==> config.mk <==
export PLATFORM = sky130hd
export DESIGN_NAME = countdown_seq_flat
export DESIGN_NICKNAME = d
export VERILOG_FILES = /design/src/rtl/kmeans_pkg.sv /design/src/rtl/countdown_seq_if.sv /design/src/rtl/countdown_seq.sv /design/src/flat_wrapper.sv
export SDC_FILE = /design/constraint.sdc
export NUM_CORES = 1
export LEC_CHECK = 0
export CAP_MARGIN = 10
export CORE_MARGIN = 3
export CORE_UTILIZATION = 44
export DETAILED_ROUTE_END_ITERATION = 8
export HOLD_SLACK_MARGIN = 0.15
export PLACE_DENSITY = 0.77
export SETUP_SLACK_MARGIN = 0.5
export SLEW_MARGIN = 30
export SYNTH_ARGS = -nofsm -noshare
export SYNTH_HDL_FRONTEND = slang
export SYNTH_SLANG_ARGS = --single-unit
==> constraint.sdc <==
create_clock -name clk -period 2 [get_ports clk]
set_input_delay 0.4 -clock clk [delete_from_list [all_inputs] [get_ports clk]]
set_output_delay 0.4 -clock clk [all_outputs]
set_load 0.01 [all_outputs]
==> src/rtl/kmeans_pkg.sv <==
// Shared definitions for the countdown sequencer: state encoding and default width.
package kmeans_pkg;

   localparam int DEFAULT_WIDTH = 6;

   typedef enum logic [1:0] {
      ST_IDLE = 2'd0,
      ST_RUN  = 2'd1,
      ST_HOLD = 2'd2,
      ST_DONE = 2'd3
   } state_e;

   // A sequence is in progress while issuing indices or while paused.
   function automatic logic isBusy(input state_e s);
      return (s == ST_RUN) || (s == ST_HOLD);
   endfunction

endpackage

==> src/rtl/countdown_seq_if.sv <==
// Control and index-stream signals of the countdown sequencer.
// The master side requests sequences and accepts indices; the slave side is the sequencer.
interface countdown_seq_if import kmeans_pkg::*; #(
   parameter int WIDTH = DEFAULT_WIDTH
) ();

   logic             load;
   logic [WIDTH-1:0] load_val;
   logic             enable;
   logic             idx_ready;
   logic [WIDTH-1:0] idx;
   logic             idx_valid;
   logic             busy;
   logic             done;

   modport master (
      output load, load_val, enable, idx_ready,
      input  idx, idx_valid, busy, done
   );

   modport slave (
      input  load, load_val, enable, idx_ready,
      output idx, idx_valid, busy, done
   );

endinterface

==> src/rtl/countdown_seq.sv <==
// Countdown sequencer: on load it issues load_val, load_val-1, ... 0 as a
// valid/ready stream, can be paused with enable, then pulses done for one cycle.
// All outputs come straight from the state and index registers.
module countdown_seq import kmeans_pkg::*; #(
   parameter int WIDTH = DEFAULT_WIDTH
) (
   input logic            clk,
   input logic            rstn,
   countdown_seq_if.slave bus
);

   state_e           state_q;
   state_e           state_d;
   logic [WIDTH-1:0] idx_q;
   logic [WIDTH-1:0] idx_d;
   logic             idxValid;
   logic             transfer;
   logic             lastIdx;

   assign idxValid = (state_q == ST_RUN);
   assign transfer = idxValid & bus.idx_ready & bus.enable;
   assign lastIdx  = (idx_q == '0);

   // Next-state and next-index decision; load is only looked at in IDLE so a
   // running sequence can never be restarted, and index 0 ends the run instead
   // of wrapping to all-ones.
   always_comb begin
      state_d = state_q;
      idx_d   = idx_q;
      unique case (state_q)
         ST_IDLE: begin
            if (bus.load) begin
               idx_d   = bus.load_val;
               state_d = ST_RUN;
            end
         end
         ST_RUN: begin
            if (!bus.enable) begin
               state_d = ST_HOLD;
            end else if (transfer) begin
               if (lastIdx) begin
                  state_d = ST_DONE;
               end else begin
                  idx_d = idx_q - WIDTH'(1);
               end
            end
         end
         ST_HOLD: begin
            if (bus.enable) begin
               state_d = ST_RUN;
            end
         end
         ST_DONE: begin
            state_d = ST_IDLE;
         end
         default: begin
            state_d = ST_IDLE;
         end
      endcase
   end

   // State and index registers; reset wins over every other input and aborts
   // any sequence without a done pulse.
   always_ff @(posedge clk) begin
      if (rstn) begin
         state_q <= ST_IDLE;
         idx_q   <= '0;
      end else begin
         state_q <= state_d;
         idx_q   <= idx_d;
      end
   end

   assign bus.idx       = idx_q;
   assign bus.idx_valid = idxValid;
   assign bus.busy      = isBusy(state_q);
   assign bus.done      = (state_q == ST_DONE);

endmodule

==> src/flat_wrapper.sv <==
// flat-port wrapper written by rule: the top's interface ports become plain ports
module countdown_seq_flat import kmeans_pkg::*;
#(
   parameter int WIDTH = DEFAULT_WIDTH
)
  (clk, rstn, bus_load, bus_load_val, bus_enable, bus_idx_ready, bus_idx, bus_idx_valid, bus_busy, bus_done);
  countdown_seq_if #(.WIDTH(WIDTH)) bus_i ();
  input logic clk;
  input logic rstn;
  input wire logic [$bits(bus_i.load)-1:0] bus_load;
  input wire logic [$bits(bus_i.load_val)-1:0] bus_load_val;
  input wire logic [$bits(bus_i.enable)-1:0] bus_enable;
  input wire logic [$bits(bus_i.idx_ready)-1:0] bus_idx_ready;
  output wire logic [$bits(bus_i.idx)-1:0] bus_idx;
  output wire logic [$bits(bus_i.idx_valid)-1:0] bus_idx_valid;
  output wire logic [$bits(bus_i.busy)-1:0] bus_busy;
  output wire logic [$bits(bus_i.done)-1:0] bus_done;
  assign bus_i.load = bus_load;
  assign bus_i.load_val = bus_load_val;
  assign bus_i.enable = bus_enable;
  assign bus_i.idx_ready = bus_idx_ready;
  assign bus_idx = bus_i.idx;
  assign bus_idx_valid = bus_i.idx_valid;
  assign bus_busy = bus_i.busy;
  assign bus_done = bus_i.done;
  countdown_seq #(.WIDTH(WIDTH)) u_core (.clk(clk), .rstn(rstn), .bus(bus_i));
endmodule
======== Yosys cells after proc, flatten, opt, wreduce, memory -nomap -nowiden ========
Index checks and enable logic that the tools add are counted.
storage, ports and cells
  bits in registers ....................... 8
  input port bits ......................... 11
  output and inout bits ................... 9
  logic and storage cells ................. 32
operators by class
  $add $sub $neg .......................... 1
  equal/unequal tests ..................... 10
  muxes and demuxes ....................... 11
  bitwise operators ....................... 2
  reduce and logical (&&, ||, !) cells .... 6
operators with widths
  operator                                              number
  2-to-1 mux 6 bit                                      4
  case mux 6 bit (2 select lines)                       1
  2-to-1 mux 2 bit                                      5
  != test 2 bit (second input constant)                 5
  case mux 2 bit (4 select lines)                       1
  zero test 6 bit                                       1
  != test 3 bit (second input constant)                 2
  subtractor 6 x 1 -> 6 bit (second input constant)     1
  AND reduction 5 bit                                   1
  equality test 2 bit (second input constant)           2
  AND reduction 4 bit                                   1
  bitwise AND 1 bit                                     2
  equality test 2 x 1 -> 1 bit (second input constant)  1
  zero test 2 bit                                       1
  nonzero test 2 bit                                    1
  logical OR 1 bit                                      1

======== Longest topological paths before layout ========
Gate-level depths: netlist (run 1).
  depth after elaboration ................. 6
  gate-level depth with buffers ........... 8
  depth with buffers taken out ............ 7

======== Worst setup path before layout (run 1) ========
No wires, ideal clock.
  path kind ............................... register -> register
  start ................................... register u_core.state_q[1]
  end ..................................... register u_core.idx_q[0] (netlist: u_core.bus.idx[0])
  setup time .............................. 117 ps
  arrival ................................. 1487 ps
  required time ........................... 1883 ps
  path slack .............................. 396 ps
  stages on the path, launching flop included .. 8
  buffers on the path ..................... 1
  period minus slack after synthesis ...... 1604 ps
  cells stage by stage .................... dfxtp_1 inv_1 ha_1 buf_4 nor2b_1 o21a_4 o21ai_2 a32o_1
between the ends
  word-level cells in the longest chain between the ends .. 5
  elaborated cells on any way between the ends .. 11
ends and longest elaborated chain
  item                            RTL line             text
  start, declared                 countdown_seq.sv:12  state_e state_q;
  start signal, assigned          countdown_seq.sv:69  state_q <= state_d;
  equality test 2 x 1 -> 1 bit *  countdown_seq.sv:20  assign idxValid = (state_q == ST_RUN);
  via bus_idx_valid               flat_wrapper.sv:15   output wire logic [$bits(bus_i.idx_valid)-1:0] bus_idx_valid;
  bitwise AND 1 bit (2 in a row)  countdown_seq.sv:21  assign transfer = idxValid & bus.idx_ready & bus.enable;
  != test 2 bit (no line)         -
  AND reduction 5 bit (no line)   -
  end signal, assigned            countdown_seq.sv:70  idx_q <= idx_d;
  end, declared                   countdown_seq.sv:14  logic [WIDTH-1:0] idx_q;
Mark *: on every way through the listed nets, which the timed path passes. The rest lies on a longest branch.
A chain may end at the register's enable or synchronous reset.

======== Worst setup path in the final report (run 1) ========
  start ................................... register u_core.state_q[0]
  end ..................................... output port bus_busy
between the ends
  word-level cells in the longest chain between the ends .. 2
  elaborated cells on any way between the ends .. 3
ends and longest elaborated chain
  item                                                                 RTL line            text
  equality test 2 x 1 -> 1 bit or equality test 2 bit (tied branches)  kmeans_pkg.sv:15    return (s == ST_RUN) || (s == ST_HOLD);
  logical OR 1 bit *                                                   kmeans_pkg.sv:15
  end, declared                                                        flat_wrapper.sv:16  output wire logic [$bits(bus_i.busy)-1:0] bus_busy;
Mark *: on every way between the ends. The rest lies on a longest branch, timed or not.

==> results of run 1 <==
[worst min-delay path by stage]
stage	start	to	slack [ps]	cells after the start
6_report	u_core.bus.idx[3]	u_core.bus.idx[3]	530	1
2_1_floorplan	u_core.state_q[1]	u_core.state_q[1]	530	2
4_1_cts	u_core.bus.idx[3]	u_core.bus.idx[3]	530	1
3_5_place_dp	u_core.bus.idx[5]	u_core.bus.idx[5]	540	1
3_3_place_gp	u_core.bus.idx[5]	u_core.bus.idx[5]	520	1
5_1_grt	u_core.bus.idx[3]	u_core.bus.idx[3]	540	1
[state kept, by name, indices dropped and copies added, names as in the netlist]
| signal | flops |
|---|---|
| u_core.state_q | 2 |
| u_core.bus.idx | 6 |
[metrics by stage]
step | cell area, sq um | hold WS (ps) | util (%)
after floorplan | 641 | 532 | -
after global placement | 832 | 519 | 68.4
after detailed placement | 832 | 542 | 68.4
after CTS | 943 | 531 | 77.6
after global routing | 978 | 541 | 80.5
final | 978 | 526 | 80.5
[worst reg2reg max path: stages, from the launching register on]
cell	delay (ps)
dfxtp_2	330
inv_2	80
ha_4	150
buf_12	110
nand3_4	60
a31oi_4	180
o21a_4	190
nand2_1	60
a31o_1	220
[cells by family (layout without fill, tap and decap cells)]
family	after synthesis	count (layout)	share of synthesized area [%]
flip-flops	8	8	25.7
buffers and inverters	12	40	8.01
AO/OA/AOI/OAI	20	20	27.1
adder cells (fa/ha/maj)	7	7	14.0
AND/OR/NAND/NOR	23	23	18.8
multiplexers	4	4	6.41
[layer usage]
metal / global-route usage (%) / routed length [um] / vias up
met4: 5.42 / 19 / 0
met5: 0 / 0 / -
met3: 6.22 / 135 / 4
met2: 30.8 / 819 / 26
met1: 21.1 / 663 / 297
li1: - / - / 319
[what timing repair did]
action / in CTS / in global routing
setup endpoints to repair: 15 / 8
resized for setup: 31 / 8
pin swaps: 5 / 5
setup buffers: 8 / 1
[report_power, final]
group          total, mW  leakage, nW  switching [mW]  internal (mW)
logic               1.07        0.341           0.537          0.534
clock network      0.135       0.0138          0.0659         0.0694
registers          0.352       0.0687          0.0993          0.252
total               1.56        0.423           0.702          0.855
[synthesized netlist by cell type (2+ instances only)]
cell type and n:
inv_1 8, o31ai_1 2, mux2i_1 4, dfxtp_1 8, ha_1 7, nor3_1 3
a31o_1 2, o21ai_0 3, nand2_1 5, nor2b_1 3, nor2_2 2, nor2_1 5
o21ai_2 2
[cell type report]
cell class	count	area [sq um]	area share, %
tap	14	17.5	1.79
multi-input combinational	54	457	46.7
clock buffer	3	22.5	2.30
inverter	9	33.8	3.45
timing repair buffer	28	277	28.3
sequential	8	171	17.5
==> impl_summary.txt, run 1 <==
----------------------------------------------------
[Clock tree]
  CTS max path bufs ... 2
  Cell at the root of the clock tree ... clkbuf_4
  Worst-Skew Late Latency ... 270 ps
  Hold buffer count at CTS ... 0
  CTS tree ... done
  Total clock buffers created by CTS ... 3
  Deepest level of the CTS H-tree ... 1
  Register clock-pin slew on the reported worst setup and hold paths ... approximately 60 ps
  Num Clock Sinks ... 8

[Layout]
  Non-filler cells, final ... approximately 120
  Layout area overhead ... 56.7%
  FILL cells ... 86
  Most frequent cells in the layout ... dlygate4sd2_1 (8), clkdlybuf4s50_1 (8), inv_1 (6), buf_4 (6), dfxtp_2 (6)
  Ratio of cells with drive above 1 in the final layout ... roughly a third
  Number of nets at the end of the flow ... around 120
  Antenna fix cells ... 0

[GRT]
  Maximum number of pins on one net before global-route repair ... 9
  Number of global-route vias before repair ... between 600 and 700
  Total overflow reported by the global router ... 0
  Initial antenna violation count ... 0
  All-Layer GR Usage ... between 10% and 20%
  First-pass GRT wire length ... 2.53 mm

[Placement]
  Placed Cells incl. Taps ... between 100 and 150
  Post-place setup slack ... roughly 180 ps
  Total half-perimeter wirelength after legalization and detailed placement ... approximately 1.1 mm
  Final weighted congestion in routability-driven placement ... between 0.7 and 0.8
  Number of port buffers ... 19

[Setup path]
  Critical path required time ... between 1500 and 2000 ps
  Slowest cell delay on critical path ... 380 ps
  Critical path buffer and inverter count ... 2
  Slowest cell on the critical path ... dfxtp_4
  Critical Path Source Type ... flop
  Data arrival, critical path ... 1100 ps
  Worst R2R Start ... u_core.state_q[1]
  R2R cell count ... 8
  Classification of the worst setup path ... flop to output port
  Highest net fanout along the worst path ... 4
  Series of cell instances along the critical path ... inv_2 > ha_1 > buf_2
  FF-to-FF setup slack ... 520 ps
  Launch point of the worst path ... u_core.state_q[0]
  Critical Path Sink Type ... output port
  Largest delay contributor family on the critical path ... flip-flops
  Cell count along the critical path ... 3
  Crit path to ... bus_busy
  Reg-to-Reg End ... u_core.bus.idx[3]

[Timing]
  Final hold violations ... 0
  Setup repair after global routing missed its margin ... true
  Number of pins with negative max-slew slack in the final report ... 0
  Top achievable clock speed ... 668 MHz
  Fraction of the cycle the final worst path needs ... 74.8%
  Setup-violating endpoint count in the final report ... 0
  Final total negative setup slack ... 0 ps
  Worst-margin pin slew ... roughly 360 ps
  Final Skew ... ~8 ps
  Tightest slew margin relative to the limit ... roughly three quarters
  Slack of the critical path ... 503 ps
  Minimum clock period ... approximately 1500 ps

[Synth]
  Post-synthesis cell area ... approximately 620 sq um
  Library cell with the largest summed area after synthesis ... dfxtp_1
  Number of nets produced by synthesis ... 92
  Ys flop type ... dfxtp_1
  Synth cell types ... 33
  Proportion of synthesized chip area in sequential cells ... about a quarter
  Async set-reset flop share out of synthesis ... 0%
  Total number of yosys warnings ... 0
  Register bit total from synthesis ... 8
  Number of enable-type register cells in the synthesized netlist ... 0
  Avg Inst Size Synth ... 8.44 sq um
  Synth Instances ... 74
  Top cells by area, synth ... dfxtp_1 (26%), ha_1 (14%), mux2i_1 (6.4%), inv_1 (4.8%), a31oi_4 (3.4%)
  Post-synth top area share ... around a quarter

[Detailed routing]
  Total vias in the final route ... about 650
  Number of design rule violations left after detail routing ... 0
  Initial drt markers ... 6
  Routed wire length per instance ... ~14 um
  Number of iterations in the first detailed-routing pass ... 4
  Vias per cell ... 5.57
  Post-detailed-routing wire length ... about 1.6 mm
  Number of nets with antenna violations after routing ... 0

[Pwr]
  Power consumption ... ~1.6 mW
  Static leakage ... 0.423 nW
  Power per cell area ... approximately 1600 nW/um^2
  Highest ir drop seen on vdd ... approximately 800 uV

[Die]
  Area enclosed by the die boundary ... roughly 1900 sq um
  Number of cell rows ... 12
  Core Region ... roughly 1200 sq um
  Horizontal extent of the die ... 43.7 um
  Initial core utilization ... between 50% and 60%
  IO Count ... 20
  Y dimension of the die ... 43.7 um

[Job]
  Reported max-cap violation count ... 0

[Outcome]
  Result of the run ... completed

[Worst hold path]
  Class of the worst hold path ... flop to flop

----------------------------------------------------
No activity file was read; power rests on OpenSTA's default activity.
==> inputs of run 2 (changes only) <==
--- a/config.mk
+++ b/config.mk
@@ -7,10 +7,10 @@
 export LEC_CHECK = 0
 export CAP_MARGIN = 10
 export CORE_MARGIN = 3
-export CORE_UTILIZATION = 44
+export CORE_UTILIZATION = 40
 export DETAILED_ROUTE_END_ITERATION = 8
 export HOLD_SLACK_MARGIN = 0.15
-export PLACE_DENSITY = 0.77
+export PLACE_DENSITY = 0.74
 export SETUP_SLACK_MARGIN = 0.5
 export SLEW_MARGIN = 30
 export SYNTH_ARGS = -nofsm -noshare
==> constraint.sdc (replaced) <==
create_clock -name clk -period 1.3 [get_ports clk]
set_input_delay 0.26 -clock clk [delete_from_list [all_inputs] [get_ports clk]]
set_output_delay 0.26 -clock clk [all_outputs]
set_load 0.01 [all_outputs]
==> impl_summary.txt, run 2 (synthesis gave the netlist of run 1 again) <==
----------------------------------------------------
[Outcome]
  Result of the run ... complete, but fails checks
  Failing checks ... setup timing

[Timing]
  Final total negative setup slack ... -1210 ps
  Tightest slew margin relative to the limit ... between 70% and 80%
  Final Skew ... between 15 and 20 ps
  Number of pins with negative max-slew slack in the final report ... 0
  Setup repair after global routing missed its margin ... true
  Setup-violating endpoint count in the final report ... 11
  Top achievable clock speed ... a little under 700 MHz
  Worst-margin pin slew ... 362 ps
  Slack of the critical path ... -186 ps
  Fraction of the cycle the final worst path needs ... 114%
  Minimum clock period ... about 1500 ps
  Final hold violations ... 0

[Pwr]
  Power per cell area ... approximately 2500 nW/um^2
  Fraction of power consumed by the clock network ... approximately 7.5%
  Internal portion of total power ... 1.70 mW
  Highest ir drop seen on vdd ... approximately 1500 uV
  Comb power frac ... about 74%
  Switching power ... ~1.3 mW
  Switching Fraction ... between 40% and 50%
  Static leakage ... around 0.5 nW
  Sequential fraction of design power ... 18.2%
  Power consumption ... a little under 3 mW

[Clock tree]
  Hold buffer count at CTS ... 0
  Worst-Skew Late Latency ... between 200 and 300 ps
  Cell at the root of the clock tree ... clkbuf_4
  Register clock-pin slew on the reported worst setup and hold paths ... roughly 70 ps
  CTS max path bufs ... 2
  CTS tree ... done
  Deepest level of the CTS H-tree ... 1
  Total clock buffers created by CTS ... 3
  Num Clock Sinks ... 8

[Worst hold path]
  Hold endpoint ... u_core.bus.idx[3]
  Class of the worst hold path ... flop to flop
  HP Start ... u_core.bus.idx[3]
  Hold Path Cell Cnt ... 1

[Layout]
  Share of the core filled with cells in the final layout ... 84.3%
  Most common cell after layout, fill and taps aside ... buf_4
  Layout area overhead ... 86.8%
  Antenna fix cells ... 0
  Most frequent cells in the layout ... buf_4 (17), buf_6 (16), clkdlybuf4s50_1 (9), inv_1 (6), nand2_1 (5)
  Number of nets at the end of the flow ... around 140
  Number of flip-flops under the largest register name ... 6
  Ratio of cells with drive above 1 in the final layout ... between 50% and 60%

[GRT]
  Total overflow reported by the global router ... 0
  Initial antenna violation count ... 0
  Maximum number of pins on one net before global-route repair ... 10
  All-Layer GR Usage ... between 20% and 30%
  Number of global-route vias before repair ... between 700 and 800
  First-pass GRT wire length ... approximately 3.3 mm

[Setup path]
  Reg-to-Reg End ... u_core.bus.idx[0]
  Worst R2R Start ... u_core.state_q[1]
  Critical Path Source Type ... flop
  Highest net fanout along the worst path ... 6
  Data arrival, critical path ... approximately 1600 ps
  FF-to-FF setup slack ... -190 ps
  Classification of the worst setup path ... flop to flop
  R2R cell count ... 7
  Critical Path Sink Type ... flop
  Critical path required time ... between 1000 and 1500 ps

[Die]
  Number of cell rows ... 13
  Horizontal extent of the die ... between 40 and 50 um
  Initial core utilization ... between 40% and 50%
  Area enclosed by the die boundary ... about 2100 sq um
  Core Region ... between 1000 and 1500 sq um
  IO Count ... 20
  Y dimension of the die ... 45.5 um

[Job]
  Reported max-cap violation count ... 0

[Detailed routing]
  Number of nets with antenna violations after routing ... 0
  Number of iterations in the first detailed-routing pass ... 4
  Number of design rule violations left after detail routing ... 0
  Post-detailed-routing wire length ... about 2.1 mm
  Total vias in the final route ... around 710
  Vias per cell ... roughly 5.4
  Initial drt markers ... 10
  Routed wire length per instance ... around 16 um

[Placement]
  Number of port buffers ... 19
  Post-place setup slack ... -333 ps
  Final weighted congestion in routability-driven placement ... about 0.8
  Total half-perimeter wirelength after legalization and detailed placement ... 1.32 mm

----------------------------------------------------
## run 2: cell types whose count changed in the layout (fill, tap and decap cells not counted), sizes merged
cell,delta
buf,+22
clkbuf,+1
clkdlybuf4s15,-1
clkdlybuf4s50,+1
dlygate4sd2,-7
## run 2: area by class of cell
| type | instances | area (sq um) |
|---|---|---|
| clock buffer | 4 | 26.3 |
| sequential | 8 | 180 |
| multi-input combinational | 54 | 494 |
| fill | 80 | 216 |
| timing repair buffer | 43 | 407 |
| tap | 15 | 18.8 |
| inverter | 9 | 40.0 |
## run 2: worst max-delay path by stage
stage,start,to,cells past startpoint
detailed placement,bus_idx_ready,u_core.bus.idx[5],6
CTS,u_core.state_q[0],u_core.bus.idx[0],7
global route,u_core.state_q[0],u_core.bus.idx[0],7
global placement,bus_idx_ready,u_core.bus.idx[5],6
finish,u_core.state_q[1],u_core.bus.idx[0],7
floorplan,u_core.state_q[1],u_core.bus.idx[5],8
## run 2: per-stage QoR
step	cells	area (sq um)	hold WS (ps)
6_report	133	1170	537
5_1_grt	133	1170	577
4_1_cts	132	1140	535
3_5_place_dp	124	995	576
3_3_place_gp	124	995	573
2_1_floorplan	74	666	485
## run 2: critical path, cell delays in order (launching register included)
cell     delay (ps)
dfxtp_4         370
inv_6            70
ha_4            180
nand3_4          80
a31oi_4         180
o21a_4          190
o21ai_2          60
a32o_1          220
## run 2: metal layers
layer  GRT usage, %  routed length (um)  vias up
li1               -                   -      351
met4           11.7                  23        0
met5              0                   0        -
met2           34.8                1010       26
met3           5.14                 125        4
met1           26.6                 903      333
## run 2: power by group through the flow
stage               Clock, mW  Sequential (mW)  Combinational (mW)
floorplan                   0            0.553               0.972
global placement            0            0.482                1.79
detailed placement          0            0.489                1.82
CTS                     0.226            0.510                2.11
global route            0.244            0.551                2.38
finish                  0.221            0.539                2.20
## run 2: timing repair
action | CTS | global route
hold endpoints to repair | 0 | 0
buffers inserted | 4 | 1
pin swaps | 7 | 1
endpoints found under the setup margin | 17 | 17
resized for setup | 67 | 7
